**src/rtl/sr_pkg.sv**
```systemverilog
// Shared encodings and defaults for the SR command sequencer and its helpers.
package sr_pkg;

  typedef enum logic [1:0] {
    OP_HOLD   = 2'b00,
    OP_CLEAR  = 2'b01,
    OP_SET    = 2'b10,
    OP_TOGGLE = 2'b11
  } op_e;

  typedef enum logic [1:0] {
    ST_IDLE,
    ST_DRIVE,
    ST_CHECK
  } state_e;

  localparam int DEFAULT_PULSE_LEN = 1;
  localparam int DEFAULT_TIMEOUT   = 8;

  // Level the flip-flop should settle to once the command has been applied.
  function automatic logic op_target(input op_e op, input logic q);
    logic t;
    t = q;
    unique case (op)
      OP_SET:    t = 1'b1;
      OP_CLEAR:  t = 1'b0;
      OP_TOGGLE: t = ~q;
      OP_HOLD:   t = q;
    endcase
    return t;
  endfunction

endpackage

```
**src/rtl/sat_counter.sv**
```systemverilog
// Saturating up-counter: counts inc pulses, sticks at all-ones, cleared only by rst.
module sat_counter #(
  parameter int W = 8
) (
  input  logic         clk,
  input  logic         rst,
  input  logic         inc,
  output logic [W-1:0] count,
  output logic         sat
);

  assign sat = &count;

  always_ff @(posedge clk or posedge rst) begin
    if (rst) begin
      count <= '0;
    end else if (inc && !sat) begin
      count <= count + W'(1);
    end
  end

endmodule

```
**src/rtl/sr_cmd_sequencer.sv**
```systemverilog
// Turns SET/CLEAR/TOGGLE/HOLD commands into legal s/r pulses for the SR stage
// and confirms each one against q_fb within a bounded window.
module sr_cmd_sequencer
  import sr_pkg::*;
#(
  parameter int PULSE_LEN = DEFAULT_PULSE_LEN,
  parameter int TIMEOUT   = DEFAULT_TIMEOUT,
  parameter int ERR_W     = 8
) (
  input  logic             clk,
  input  logic             rst,
  input  logic             cmd_valid,
  output logic             cmd_ready,
  input  logic [1:0]       cmd_op,
  output logic             s,
  output logic             r,
  input  logic             q_fb,
  output logic             busy,
  output logic             done,
  output logic             err,
  output logic [ERR_W-1:0] err_count
);

  localparam logic [3:0] PULSE_INIT = 4'(PULSE_LEN);
  localparam logic [7:0] TMO_INIT   = 8'(TIMEOUT);

  state_e     state, state_n;
  logic [3:0] pulse_cnt, pulse_n;
  logic [7:0] tmo_cnt, tmo_n;
  logic       target, target_n;
  logic       hold_op, hold_n;
  logic       s_n, r_n, done_n, err_n;
  logic       err_sat;

  assign cmd_ready = (state == ST_IDLE) && !rst;
  assign busy      = (state != ST_IDLE);

  always_ff @(posedge clk or posedge rst) begin
    if (rst) begin
      state     <= ST_IDLE;
      pulse_cnt <= '0;
      tmo_cnt   <= '0;
      target    <= 1'b0;
      hold_op   <= 1'b0;
      s         <= 1'b0;
      r         <= 1'b0;
      done      <= 1'b0;
      err       <= 1'b0;
    end else begin
      state     <= state_n;
      pulse_cnt <= pulse_n;
      tmo_cnt   <= tmo_n;
      target    <= target_n;
      hold_op   <= hold_n;
      s         <= s_n;
      r         <= r_n;
      done      <= done_n;
      err       <= err_n;
    end
  end

  // s and r are derived from a single target bit, so both can never be high together.
  always_comb begin
    state_n  = state;
    pulse_n  = pulse_cnt;
    tmo_n    = tmo_cnt;
    target_n = target;
    hold_n   = hold_op;
    s_n      = 1'b0;
    r_n      = 1'b0;
    done_n   = 1'b0;
    err_n    = 1'b0;
    unique case (state)
      ST_IDLE: begin
        if (cmd_valid) begin
          state_n  = ST_DRIVE;
          pulse_n  = PULSE_INIT;
          target_n = op_target(op_e'(cmd_op), q_fb);
          hold_n   = (op_e'(cmd_op) == OP_HOLD);
          s_n      = !hold_n && target_n;
          r_n      = !hold_n && !target_n;
        end
      end
      ST_DRIVE: begin
        if (pulse_cnt <= 4'd1) begin
          state_n = ST_CHECK;
          tmo_n   = TMO_INIT;
        end else begin
          pulse_n = pulse_cnt - 4'd1;
          s_n     = !hold_op && target;
          r_n     = !hold_op && !target;
        end
      end
      ST_CHECK: begin
        if (q_fb == target) begin
          done_n  = 1'b1;
          state_n = ST_IDLE;
        end else if (tmo_cnt == 8'd0) begin
          err_n   = 1'b1;
          state_n = ST_IDLE;
        end else begin
          tmo_n = tmo_cnt - 8'd1;
        end
      end
      default: state_n = ST_IDLE;
    endcase
  end

  sat_counter #(
    .W(ERR_W)
  ) u_err_count (
    .clk  (clk),
    .rst  (rst),
    .inc  (err_n && !err_sat),
    .count(err_count),
    .sat  (err_sat)
  );

endmodule

```
**config.mk**
```make
export PLATFORM = sky130hd
export DESIGN_NAME = sr_cmd_sequencer
export DESIGN_NICKNAME = d
export VERILOG_FILES = /design/src/rtl/sr_pkg.sv /design/src/rtl/sat_counter.sv /design/src/rtl/sr_cmd_sequencer.sv
export SDC_FILE = /design/constraint.sdc
export NUM_CORES = 1
export LEC_CHECK = 0
export ABC_AREA = 1
export CAP_MARGIN = 0
export CORE_UTILIZATION = 62
export CTS_CLUSTER_DIAMETER = 150
export DETAILED_ROUTE_END_ITERATION = 8
export DONT_BUFFER_PORTS = 1
export PLACE_DENSITY = 0.78
export SYNTH_ARGS = -nofsm -noshare
export SYNTH_HDL_FRONTEND = slang
export SYNTH_SLANG_ARGS = --single-unit
```
**constraint.sdc**
```tcl
create_clock -name clk -period 1.6 [get_ports clk]
set_input_delay 0.4 -clock clk [delete_from_list [all_inputs] [get_ports clk]]
set_output_delay 0.4 -clock clk [all_outputs]
set_load 0.005 [all_outputs]
```
### Yosys cells after proc, flatten, opt, wreduce, memory -nomap -nowiden

Index checks and enable logic that the tools add are counted.

| word-level totals | value |
|---|---|
| bits of input ports | 6 |
| register bits after elaboration | 28 |

| cells by class | value |
|---|---|
| add/subtract/negate cells | 3 |
| eq/ne operators | 12 |
| bitwise operators | 1 |
| muxes and demuxes | 26 |
| reduce and logical (&&, ||, !) cells | 24 |
| magnitude comparators | 1 |

Operator list:

| cell | number |
|---|---|
| 2-to-1 mux 8 bit | 3 |
| case mux 8 bit (2 select lines) | 1 |
| 2-to-1 mux 1 bit | 11 |
| inequality test 2 bit (second input constant) | 5 |
| adder 8 x 1 -> 8 bit (second input constant) | 1 |
| zero test 8 bit | 1 |
| 2-to-1 mux 2 bit | 4 |
| 2-to-1 mux 4 bit | 2 |
| case mux 4 bit (2 select lines) | 1 |
| AND reduction 8 bit | 1 |
| subtractor 8 x 1 -> 8 bit (second input constant) | 1 |
| logical AND 1 bit | 7 |
| equality test 2 bit (second input constant) | 3 |
| zero test 1 bit | 6 |
| case mux 2 bit (3 select lines) | 1 |
| AND reduction 3 bit | 2 |
| nonzero test 2 bit | 3 |
| equality test 2 x 1 -> 1 bit (second input constant) | 2 |
| less-or-equal comparator 4 x 1 -> 1 bit (second input constant) | 1 |
| zero test 2 bit | 2 |
| case mux 1 bit (2 select lines) | 2 |
| case mux 1 bit (4 select lines) | 1 |
| AND reduction 4 bit | 1 |
| subtractor 4 x 1 -> 4 bit (second input constant) | 1 |
| other kinds (4) | 4 |

### Logic depth before layout (Yosys ltp)

| depth | value |
|---|---|
| depth in word-level cells | 8 |
| depth in mapped cells | 8 |
| gate-level depth less buffers | 8 |

### Modules after synthesis

Synthesis repeated with hierarchy kept, for this count alone.

| second synthesis, totals | value |
|---|---|
| cell total of the unflattened synthesis | 201 |
| area, all modules | 1625.3 um^2 |

Modules (own cells, without submodules):

| module | seq. area each (um^2) | times used | cells an instance | area an instance (um^2) |
|---|---|---|---|---|
| sr_cmd_sequencer | 500.5 | 1 | 140 | 1167.4 |
| sat_counter | 200.2 | 1 | 61 | 457.9 |

### Worst setup path after synthesis

OpenSTA, ideal clock, no wires.

| path | value |
|---|---|
| kind | reg-to-reg |
| from | register pulse_cnt[0] |
| to | register pulse_cnt[3] |
| data required time | 1.483 ns |
| setup slack | 0.233 ns |
| cell stages (with the launch flop) | 9 |
| arrival time | 1.250 ns |
| cells stage by stage | dfrtp_1 -> inv_1 -> ha_1 -> o21ai_0 -> nand2_1 -> nor2_1 -> nand2_1 -> nand2_1 -> nor2_1 |

| on the way | value |
|---|---|
| word-level cells in the longest chain between the ends | 3 |
| elaborated cells between the ends (all ways) | 6 |
| classes of those cells | 1 x add/sub; 1 x order compare; 1 x eq/ne; 2 x mux; 1 x reduce/logical |

Ends and longest elaborated chain:

| item | RTL line | source |
|---|---|---|
| start: declaration | sr_cmd_sequencer.sv:28 | `logic [3:0] pulse_cnt, pulse_n;` |
| start signal: assignment | sr_cmd_sequencer.sv:51 | `pulse_cnt <= pulse_n;` |
| subtractor 4 x 1 -> 4 bit or less-or-equal comparator 4 x 1 -> 1 bit (tied branches) | sr_cmd_sequencer.sv:89, sr_cmd_sequencer.sv:85 |  |
| 2-to-1 mux 4 bit or inequality test 2 bit (tied branches) | - |  |
| case mux 4 bit (2 select lines) or AND reduction 3 bit (tied branches) | - |  |

Parallel ways exist; a longest one is shown, timed or not. The select of a mux whose other input is x is not followed.
A chain may end at the register's enable or synchronous reset.

### Final worst setup path

| path | value |
|---|---|
| from | register state[1] |
| to | output port cmd_ready |

| on the way | value |
|---|---|
| word-level cells in the longest chain between the ends | 2 |

Ends and longest elaborated chain:

| item | RTL line | source |
|---|---|---|
| start: declaration | sr_cmd_sequencer.sv:27 | `state_e state, state_n;` |
| start signal: assignment | sr_cmd_sequencer.sv:50 | `state <= state_n;` |
| zero test 2 bit | sr_cmd_sequencer.sv:35 | `assign cmd_ready = (state == ST_IDLE) && !rst;` |
| logical AND 1 bit | sr_cmd_sequencer.sv:35 |  |
| end: declaration | sr_cmd_sequencer.sv:13 | `output logic cmd_ready,` |

No other way between the ends.

==> results.sh <==
export IMPL_seq_power_share_pct=44.0
export IMPL_syn_area_mm2=0.001599
export IMPL_synth_area_leader_cell="dfrtp_1"
export IMPL_reg2reg_slack_ns=0.12
export IMPL_vias=1336
export IMPL_synthAdderAreaFrac_pct=3.912
export IMPL_p_sw_share_pct=42.51
export IMPL_area_growth_pct=8.607
export IMPL_cap_violations=0
export IMPL_numPortBuffers=0
export IMPL_root_buffer="clkbuf_4"
export IMPL_synth_compound_area_share_pct=7.590
export IMPL_synth_ff_type="dfrtp_1"
export IMPL_grt_pass1_vias=1342
export IMPL_tightest_slew_ns=0.3563
export IMPL_tns_ns=0
export IMPL_fin_worst_skew_ns=0.009520
export IMPL_place_hpwl_um=2310
export IMPL_grt_busiest_layer="met2"
export IMPL_ys_seq_area_share_pct=43.82
export IMPL_initial_core_util_pct=65.14
export IMPL_ys_async_sr_fraction_pct=100.0
export IMPL_comb_power_share_pct=40.5
export IMPL_required_ns=1.20
export IMPL_place_area_mm2=0.001659
export IMPL_grt_start_max_net_pins=29
export IMPL_slowest_stage="dfrtp_1"
export IMPL_netlist_area_leader_share_pct=43.82
export IMPL_fin_crit_sh_pct=92.72
export IMPL_gp_congestion=0.7999
export IMPL_synthXorXnorAreaFrac_pct=4.382
export IMPL_crit_chain="inv_2 > nand2_1 > nor2_1"
export IMPL_synthTopCellsByCount="56 x nand2_1, 31 x inv_1, 28 x dfrtp_1, 22 x nor2_1, 17 x nand3_1"
export IMPL_layout_drive_gt1_share_pct=13.43
export IMPL_drt_total_wl_um=3174
export IMPL_wire_per_inst_um=12.90
export IMPL_arrival_ns=1.08
export IMPL_met2_usage_pct=48.73
export IMPL_crit_fanout=3
export IMPL_cts_tree="yes"
export IMPL_die_w_um=52.79
export IMPL_track_usage_pct=26.65
export IMPL_htree_levels=1
export IMPL_grt_pass1_wl_um=5402
export IMPL_slowest_delay_ns=0.44
export IMPL_yosysMostFrequentCell="nand2_1"
export IMPL_drtAntennaViolNets=0
export IMPL_power_density_mw_per_mm2=1319
export IMPL_fp_row_count=18
export IMPL_hold_depth=3
export IMPL_fin_crit_ns=1.483
export IMPL_synth_edff_count=0
export IMPL_cts_buffers=3
export IMPL_synthCells=208
export IMPL_core_mm2=0.002455
export IMPL_yosys_warnings=0
export IMPL_r2r_cells=7
export IMPL_die_area_mm2=0.002786
export IMPL_whs_ns=0.3241
export IMPL_synth_nets=219
export IMPL_drc=0
export IMPL_slew_violations=0
export IMPL_grtUsageMet3_pct=3.188
export IMPL_pre_cts_slack_ns=0.03286
export IMPL_synth_cell_types=23
export IMPL_synth_area_leaders="dfrtp_1 44%, nand2_1 13%, inv_1 7.3%"
export IMPL_n_antenna_cell=0
export IMPL_power_total_w=0.002291
export IMPL_setup_viol=0
export IMPL_via_per_inst=5.431
export IMPL_antenna_found_initial=0
export IMPL_intPower_w=0.001317
export IMPL_post_cts_setup_buffers=0
export IMPL_clock_path_buffers=2
export IMPL_synth_seq_cells=28
export IMPL_cp_start_kind="flip-flop"
export IMPL_io_pin_count=20
export IMPL_slew_headroom_pct=76.25
export IMPL_use_met1_pct=30.53
export IMPL_clk_pin_slew_worst_paths_ns=0.16
export IMPL_synthSimpleGateAreaFrac_pct=32.55
export IMPL_critPathKind="reg2out"
export IMPL_drt_pass1_iterations=4
export IMPL_hold_viol_final=0
export IMPL_cp_end_kind="output pin"
export IMPL_synth_top_family_by_area="simple AND/OR/NAND/NOR gates"
export IMPL_worst_slack_ns=0.1165
export IMPL_p_sw_w=0.0009738
export IMPL_overflow=0
export IMPL_hp_class="in2reg"
export IMPL_clk_latency_ns=0.34
export IMPL_p_leak_nw=0.8856
export IMPL_dieHeight_um=52.79
export IMPL_final_area_mm2=0.001737
export IMPL_max_freq_ghz=0.6741
export IMPL_status="finished, final reports clean"
export IMPL_ir_drop_mv=0.9318
export IMPL_clock_sinks=28
export IMPL_pwr_share_clk_pct=15.5
export IMPL_synthMuxAreaShare_pct=0
export IMPL_avgSynthCellArea_um2=7.688
export IMPL_nets=228
export IMPL_drt_iter0_drc=39
-- logic make-up (layout without fill, tap and decap cells) --
family                     after synthesis  in the layout
adders and majority gates                5              5
xor gates and xnor gates                 8              8
DFF                                     28             28
buffers and inverters                   33             41
AOI/OAI and AO/OA                       21             21
and+or+nand+nor                        113            113
-- power by group through the flow --
stage                     clock, W  combinational [W]  sequential [W]
final                     0.000355           0.000929         0.00101
after global routing      0.000381            0.00108         0.00103
after CTS                 0.000362           0.000885         0.00100
after detailed placement         0           0.000877         0.00102
after global placement           0           0.000843         0.00101
after floorplan                  0           0.000709        0.000984
-- critical path: cells and delay by family (launching register included) --
family                 cells  cell delay (ns)
buffers and inverters      1             0.10
and+or+nand+nor            2             0.21
DFF                        1             0.44
-- path summary, 6_finish.rpt --
| path | startpoint | to |
|---|---|---|
| worst min-delay path | q_fb | done |
| worst min register to register | pulse_cnt[0] | pulse_cnt[0] |
| worst max register to register | tmo_cnt[1] | tmo_cnt[7] |
| min in group asynchronous | rst | pulse_cnt[2] |
| max in group asynchronous | rst | tmo_cnt[4] |
| worst max-delay path | state[1] | cmd_ready |
-- layer usage --
metal	wire length, um	vias to the layer above
met5	0	-
met4	48	0
met3	74	5
met2	1660	20
met1	1390	645
li1	-	666
-- sequential cells by signal, indices dropped and copies added, names as in the netlist --
| register | count |
|---|---|
| state | 2 |
| hold_op | 1 |
| s | 1 |
| r | 1 |
| target | 1 |
| tmo_cnt | 8 |
| done | 1 |
| u_err_count.count | 8 |
| pulse_cnt | 4 |
| err | 1 |
-- placed cells by master, fill, tap and decap left out --
cell type      synthesis  routed
ha_1                   5       4
inv_1                 31      30
or2_2                  1       1
nand2_4                1       1
dfrtp_1               28      28
nor3_1                 1       1
nand3_2                0       1
clkbuf_4               0       3
o21ai_4                1       1
nand2_1               56      55
nand3_1               17      16
nor2_2                 5       4
o21ai_1                4       6
dlygate4sd3_1          0       1
nand2_2                2       3
xnor2_1                4       4
buf_4                  0       3
o22ai_1                2       2
nand4_4                0       1
inv_2                  2       3
nor2_4                 4       6
xor2_1                 4       4
a21boi_0               1       1
clkbuf_8               0       1
nor2_1                22      21
o21ai_0               10       8
a21oi_1                3       3
nand4_1                3       3
ha_2                   0       1
-- layout make-up --
| class | instances | area [um2] |
|---|---|---|
| repair buffers | 4 | 32.53 |
| fillers | 190 | 718.2 |
| flip-flops and latches | 28 | 700.7 |
| inverters | 33 | 123.9 |
| clock buffers | 4 | 36.28 |
| well taps | 30 | 37.54 |
| multi-input cells | 147 | 805.8 |
-- metrics by stage --
stage          std cells  util [%]
2_1_floorplan        208         -
3_3_place_gp         241     67.58
3_5_place_dp         241     67.58
4_1_cts              246     69.47
5_1_grt              246     70.74
6_report             246     70.74
-- repair_timing --
action	4_1_cts	5_1_grt
endpoints found under the hold margin	13	0
endpoints found under the setup margin	0	19
resized for setup	0	10
hold buffers	1	0
Power figures use the tool's default switching activity.
